<file path="src/rtl/logistic_arbiter.sv">
// Round-robin arbiter sharing one logistic activation unit among N neurons.
// Holds each grant for the whole argument/activation[/feedback/delta] transaction.
module logistic_arbiter #(
    parameter int N = 4,
    parameter int W = $clog2(N)
) (
    input  logic            clock,
    input  logic            reset,
    input  logic            train,

    input  logic [N-1:0]    req_argument_valid,
    output logic [N-1:0]    req_argument_ready,
    input  logic [16*N-1:0] req_argument_data,
    output logic [N-1:0]    req_activation_valid,
    output logic [7:0]      req_activation_data,
    input  logic [N-1:0]    req_activation_ready,
    input  logic [N-1:0]    req_feedback_valid,
    output logic [N-1:0]    req_feedback_ready,
    input  logic [16*N-1:0] req_feedback_data,
    output logic [N-1:0]    req_delta_valid,
    output logic [15:0]     req_delta_data,
    input  logic [N-1:0]    req_delta_ready,

    output logic            unit_train,
    output logic            unit_argument_valid,
    output logic [15:0]     unit_argument_data,
    input  logic            unit_argument_ready,
    input  logic            unit_activation_valid,
    input  logic [7:0]      unit_activation_data,
    output logic            unit_activation_ready,
    output logic            unit_feedback_valid,
    output logic [15:0]     unit_feedback_data,
    input  logic            unit_feedback_ready,
    input  logic            unit_delta_valid,
    input  logic [15:0]     unit_delta_data,
    output logic            unit_delta_ready,

    output logic [W-1:0]    grant,
    output logic            busy
);

    typedef enum logic [2:0] {
        IDLE,
        ARGUMENT,
        ACTIVATION,
        FEEDBACK,
        DELTA
    } state_t;

    state_t         state;
    logic [W-1:0]   pointer;
    logic           train_q;
    logic           found;
    logic [W-1:0]   pick;

    function automatic logic [W-1:0] rr_index(input logic [W-1:0] base, input int k);
        int sum;
        sum = int'(base) + k;
        if (sum >= N) sum = sum - N;
        return W'(sum);
    endfunction

    function automatic logic [W-1:0] wrap_inc(input logic [W-1:0] v);
        return (v == W'(N - 1)) ? '0 : v + W'(1);
    endfunction

    // First requester at or after the pointer, wrapping modulo N.
    always_comb begin
        // NOTE: every combinational output gets a default first so no latch is inferred.
        found = 1'b0;
        pick  = '0;
        for (int k = 0; k < N; k++) begin
            if (!found && req_argument_valid[rr_index(pointer, k)]) begin
                found = 1'b1;
                pick  = rr_index(pointer, k);
            end
        end
    end

    always_comb begin
        req_argument_ready    = '0;
        req_activation_valid  = '0;
        req_feedback_ready    = '0;
        req_delta_valid       = '0;
        unit_argument_valid   = 1'b0;
        unit_argument_data    = '0;
        unit_activation_ready = 1'b0;
        unit_feedback_valid   = 1'b0;
        unit_feedback_data    = '0;
        unit_delta_ready      = 1'b0;
        for (int i = 0; i < N; i++) begin
            if (grant == W'(i)) begin
                unique case (state)
                    ARGUMENT: begin
                        unit_argument_valid   = req_argument_valid[i];
                        unit_argument_data    = req_argument_data[16*i +: 16];
                        req_argument_ready[i] = unit_argument_ready;
                    end
                    ACTIVATION: begin
                        req_activation_valid[i] = unit_activation_valid;
                        unit_activation_ready   = req_activation_ready[i];
                    end
                    FEEDBACK: begin
                        unit_feedback_valid   = req_feedback_valid[i];
                        unit_feedback_data    = req_feedback_data[16*i +: 16];
                        req_feedback_ready[i] = unit_feedback_ready;
                    end
                    DELTA: begin
                        req_delta_valid[i] = unit_delta_valid;
                        unit_delta_ready   = req_delta_ready[i];
                    end
                    default: ;
                endcase
            end
        end
    end

    assign req_activation_data = unit_activation_data;
    assign req_delta_data      = unit_delta_data;
    assign unit_train          = train_q;
    assign busy                = (state != IDLE);

    always_ff @(posedge clock or negedge reset) begin
        if (!reset) begin
            state   <= IDLE;
            grant   <= '0;
            pointer <= '0;
            train_q <= 1'b0;
        end else begin
            // NOTE: sequential state uses non-blocking assignments so every register sees pre-edge values.
            case (state)
                IDLE: begin
                    if (found) begin
                        grant   <= pick;
                        train_q <= train;
                        state   <= ARGUMENT;
                    end
                end
                ARGUMENT: begin
                    if (unit_argument_valid && unit_argument_ready) state <= ACTIVATION;
                end
                ACTIVATION: begin
                    if (unit_activation_valid && unit_activation_ready) begin
                        if (train_q) begin
                            state <= FEEDBACK;
                        end else begin
                            state   <= IDLE;
                            pointer <= wrap_inc(grant);
                        end
                    end
                end
                FEEDBACK: begin
                    if (unit_feedback_valid && unit_feedback_ready) state <= DELTA;
                end
                DELTA: begin
                    if (unit_delta_valid && unit_delta_ready) begin
                        state   <= IDLE;
                        pointer <= wrap_inc(grant);
                    end
                end
                default: state <= IDLE;
            endcase
        end
    end

endmodule

</file>
<file path="config.mk">
export PLATFORM = sky130hd
export DESIGN_NAME = logistic_arbiter
export DESIGN_NICKNAME = d
export VERILOG_FILES = /design/src/rtl/logistic_arbiter.sv
export SDC_FILE = /design/constraint.sdc
export NUM_CORES = 1
export LEC_CHECK = 0
export ABC_AREA = 1
export CELL_PAD_IN_SITES_DETAIL_PLACEMENT = 0
export CELL_PAD_IN_SITES_GLOBAL_PLACEMENT = 1
export CORE_MARGIN = 3
export CORE_UTILIZATION = 17
export CTS_BUF_LIST = sky130_fd_sc_hd__clkbuf_4 sky130_fd_sc_hd__clkbuf_8
export CTS_CLUSTER_DIAMETER = 150
export CTS_CLUSTER_SIZE = 28
export DETAILED_ROUTE_END_ITERATION = 12
export PLACE_DENSITY = 0.95
export SKIP_LAST_GASP = 1
export SYNTH_ARGS = -nofsm -noshare
export SYNTH_HDL_FRONTEND = slang
export SYNTH_SLANG_ARGS = --single-unit
</file>
<file path="constraint.sdc">
create_clock -name clock -period 2.7 [get_ports clock]
set_clock_uncertainty 0.2 [all_clocks]
set_input_delay 0.54 -clock clock [delete_from_list [all_inputs] [get_ports clock]]
set_output_delay 0.54 -clock clock [all_outputs]
set_load 0.02 [all_outputs]
</file>
* Yosys cells after proc, flatten, opt, wreduce, memory -nomap -nowiden
Cells that the tools add are included.
Storage, ports and cells: bits in registers 8, input port bits 175, output and inout port bits 80, logic and storage cells 150
Operators by class: $add $sub $neg 8, order comparisons 8, eq/ne operators 13, mux-type cells 100, reductions and logical operators 17
Operator list (count):
- 16-bit two-way mux | 16
- 1-bit two-way mux | 60
- 2-bit two-way mux | 13
- 3-bit two-way mux | 5
- 3-bit one-hot mux with 5 select lines | 1
- 2-bit by 3-bit less-than comparator with 1-bit output (second input constant) | 4
- 2-bit inequality test (second input constant) | 6
- 3-bit greater-or-equal comparator (second input constant) | 3
- 1-bit binary-select mux with 2-bit select | 4
- 2-bit by 1-bit subtractor with 2-bit output (second input constant) | 4
- 1-bit logical AND | 7
- 2-bit by 2-bit adder with 3-bit output (second input constant) | 2
- 3-bit by 2-bit equality test with 1-bit output (second input constant) | 2
- 5-bit AND reduction | 1
- 2-bit equality test (second input constant) | 2
- 2-bit one-hot mux with 2 select lines | 1
- 4-bit AND reduction | 1
- 2-bit by 1-bit adder with 3-bit output (second input constant) | 1
- 3-bit by 1-bit equality test with 1-bit output (second input constant) | 1
- 3-bit equality test (second input constant) | 1
- 2-bit by 3-bit greater-or-equal comparator with 1-bit output (second input constant) | 1
- 1-bit logical NOT | 3
- 3-bit logical NOT | 1
- 3-bit nonzero test | 1
- 5 further kinds | 5

* Logic depth before layout (Yosys ltp)
depth after elaboration 16, mapped depth 16, gate-level depth less buffers 14

* Worst setup path before layout
No wires, ideal clock.
path type reg2out, from register grant[1], to output port unit_argument_data[10], arrival 1.815 ns, data required time 1.960 ns, path slack 0.145 ns, stages on the path, launching flop included 11, buffers on the path 3, path through dfrtp_1 -> inv_1 -> ha_1 -> buf_4 -> inv_4 -> buf_6 -> clkbuf_1 -> o21ai_0 -> o21ai_0 -> o211ai_1 -> nand2_1
Between the ends: word-level cells in the longest chain between the ends 8, elaborated cells on any way between the ends 11
Ends and longest elaborated chain:
- start, declared | RTL line 38 | output logic [W-1:0] grant,
- start signal, assigned | RTL line 134 | grant <= pick;
- 2-bit logical NOT | RTL line 92 | if (grant == W'(i)) begin
- 16-bit two-way mux | RTL line 92
- 16-bit two-way mux | RTL line 93 | unique case (state)
- 16-bit two-way mux | RTL line 92
- 16-bit two-way mux | RTL line 93
- 16-bit two-way mux | RTL line 92
- 16-bit two-way mux | RTL line 93
- 16-bit two-way mux * | RTL line 92
- end, declared | RTL line 26 | output logic [15:0] unit_argument_data,
Mark *: on every way between the ends. The rest lies on a longest branch, timed or not.

* Worst setup path in the final report
from register grant[1], to output port unit_feedback_data[2]
Between the ends: word-level cells in the longest chain between the ends 8, elaborated cells on any way between the ends 11
Ends and longest elaborated chain:
- 2-bit logical NOT | RTL line 92
- 16-bit two-way mux | RTL line 92
- 16-bit two-way mux | RTL line 93
- 16-bit two-way mux | RTL line 92
- 16-bit two-way mux | RTL line 93
- 16-bit two-way mux | RTL line 92
- 16-bit two-way mux | RTL line 93
- 16-bit two-way mux * | RTL line 92
- end, declared | RTL line 32 | output logic [15:0] unit_feedback_data,
Marked as above.

==> impl_metrics.env <==
export IMPL_status="complete, no violations"
export IMPL_start_util=0.175
export IMPL_ios=255
export IMPL_route_detailed_drc=0
export IMPL_avgViaCountPerCell=4.37
export IMPL_worst_slack_ps=95.3
export IMPL_hpwl_um=9470
export IMPL_drv_cap=0
export IMPL_busiest_layer="met2"
export IMPL_cts_tree="built"
export IMPL_pre_cts_slack_ps=-138
export IMPL_area_delta_synth_final_pct=102
export IMPL_dr_pass1_iters=4
export IMPL_p_leak_nw=2.18
export IMPL_layout_drive_gt1_share=0.192
export IMPL_grtUsageMet3=0.0311
export IMPL_cts_buffer_depth=2
export IMPL_hp_class="input port to async pin"
export IMPL_synth_seq_cells=8
export IMPL_final_core_util=0.353
export IMPL_power_density_mw_per_mm2=934
export IMPL_core_sq_mm=0.0133
export IMPL_critPathArrivalTime_ps=1860
export IMPL_gp_congestion=0.840
export IMPL_insertion_delay_ps=220
export IMPL_mostFrequentLayoutCell="clkdlybuf4s50_1"
export IMPL_use_met1=0.185
export IMPL_slew_viol_final=0
export IMPL_path_clk_slew_ps=40
export IMPL_clock_sinks=8
export IMPL_start_kind="flop"
export IMPL_die_h_um=123
export IMPL_worstPathMaxFanout=6
export IMPL_maxSlewHeadroom=0.625
export IMPL_wl_um=11700
export IMPL_avgSynthCellArea_sq_um=5.50
export IMPL_grt_util_met2=0.239
export IMPL_synth_distinct_cells=26
export IMPL_rows=42
export IMPL_drt_initial_drc_count=125
export IMPL_end_kind="output port"
export IMPL_portBuffers=206
export IMPL_worst_path_max_delay_cell="dfrtp_2"
export IMPL_cts_htree_levels=1
export IMPL_hold_violations=0
export IMPL_cts_root_buffer_cell="clkbuf_8"
export IMPL_setup_viol=0
export IMPL_max_stage_delay_ps=440
export IMPL_r2r_start="grant[1]$_DFFE_PN0P_"
export IMPL_mostFrequentLayoutCells="clkdlybuf4s50_1, nand2_1, o21ai_0"
export IMPL_cp_startpoint="grant[1]$_DFFE_PN0P_"
export IMPL_die_w_um=123
export IMPL_rsz0062_at_grt="yes"
export IMPL_worst_pin_slew_ps=562
export IMPL_cp_cell_sequence="buf_4, ha_1, inv_4, nor2_4, inv_2, buf_4, o211ai_1, nand2_1, clkdlybuf4s15_2"
export IMPL_yosysSeqAreaShare=0.0860
export IMPL_syn_nets=602
export IMPL_synth_warnings=0
export IMPL_ir_drop_uv=621
export IMPL_wire_per_inst_um=14.6
export IMPL_grt_overflow=0
export IMPL_grt_use_total=0.140
export IMPL_antenna_found_initial=0
export IMPL_nFillCells=1450
export IMPL_path_class="flop to output port"
export IMPL_antennaDiodeCount=0
export IMPL_grt_max_degree=33
export IMPL_finalCritPeriodShare=0.965
export IMPL_worst_hold_slack_ps=415
export IMPL_critical_path_top_delay_family="buffers and inverters"
export IMPL_nets=805
export IMPL_grt_pass1_vias=3317
export IMPL_ant_nets=0
export IMPL_syn_cell_area_sq_mm=0.00233
export IMPL_max_freq_mhz=384
export IMPL_cts_hold_buf=0
export IMPL_cts_buffers_inserted=3
export IMPL_grt_pass1_wl_um=17000
export IMPL_num_vias=3497
export IMPL_min_period_ps=2600
export IMPL_path_common_cell="buf_4"
export IMPL_path_buf_inv=5
export IMPL_dieArea_sq_mm=0.0151
export IMPL_synthCells=423
export IMPL_cp_data_required_time_ps=1960
==> per-layer routing <==
metal  part of all wire  up-vias  wire (um)
met1               0.42     1543       4930
met4             0.0081        0         95
li1                   -     1809          -
met3              0.093       12       1090
met2               0.48      133       5590
met5                  0        -          0
==> synthesized netlist by cell type <==
master | count | area [sq um]
buf_4 | 26 | 195
o21ai_2 | 4 | 35.0
ha_1 | 4 | 50.1
o21ai_0 | 53 | 265
buf_2 | 7 | 35.0
nor2_2 | 1 | 6.26
buf_6 | 2 | 22.5
nor2_1 | 29 | 109
o211ai_1 | 32 | 240
nand2_1 | 119 | 447
xor2_2 | 1 | 16.3
nand3_2 | 4 | 40.0
a21oi_1 | 40 | 200
nand2_2 | 9 | 56.3
nand4_1 | 1 | 6.26
nor2_4 | 3 | 33.8
o21ai_1 | 19 | 95.1
nor2_8 | 1 | 20.0
inv_4 | 2 | 12.5
nand3_1 | 14 | 70.1
inv_1 | 18 | 67.6
inv_2 | 8 | 30.0
nor3_1 | 1 | 5.00
dfrtp_1 | 8 | 200
clkbuf_1 | 16 | 60.1
xnor2_1 | 1 | 8.76
==> power breakdown <==
part / internal (W) / switching [W]
clock: 0.0000964 / 0.0000444
sequential: 0.000182 / 0.000103
combinational: 0.00167 / 0.00229
total: 0.00195 / 0.00244
==> metrics by stage <==
step	total power (W)	TNS, ps	instances	area, sq um
after floorplan	0.00261	0	423	2330
after global placement	0.00444	-2390	796	4730
after detailed placement	0.00443	-2620	796	4730
after CTS	0.00446	-99.2	799	4780
after global routing	0.00483	-34.4	800	4700
final	0.00439	0	800	4700
==> sequential cells by signal, summed over array words and instances, names as in the netlist <==
register and cells:
state 3, pointer 2, unit_train 1, grant 2
==> cell families after synthesis <==
kind of cell	synth area share
AND/OR/NAND/NOR	0.341
buffers and inverters	0.182
XOR/XNOR	0.0108
adder cells (fa/ha/maj)	0.0215
AO/OA/AOI/OAI	0.359
flip-flops	0.0860
==> worst paths after layout <==
kind,to,slack [ps],cells after the start
min reg2reg,unit_train$_DFFE_PN0P_,420,2
max,unit_feedback_data[2],100,9
max in group asynchronous,grant[0]$_DFFE_PN0P_,1580,1
min,pointer[1]$_DFFE_PN0P_,410,1
max reg2reg,state[1]$_DFFE_PN0P_,460,15
min in group clock,unit_train$_DFFE_PN0P_,420,2
==> area by class of cell <==
type / count / area (sq um) / share of cell area
inverters: 28 / 118 / 0.0250
repair buffers: 249 / 2370 / 0.505
clock buffers: 3 / 41.3 / 0.00879
well taps: 176 / 220 / 0.0469
flip-flops and latches: 8 / 203 / 0.0431
multi-input cells: 336 / 1740 / 0.371
==> what timing repair did <==
action | in CTS | in global routing
setup endpoints to repair | 48 | 40
resized for setup | 95 | 60
buffers inserted | 0 | 1
(Power assumes the default switching activity.)
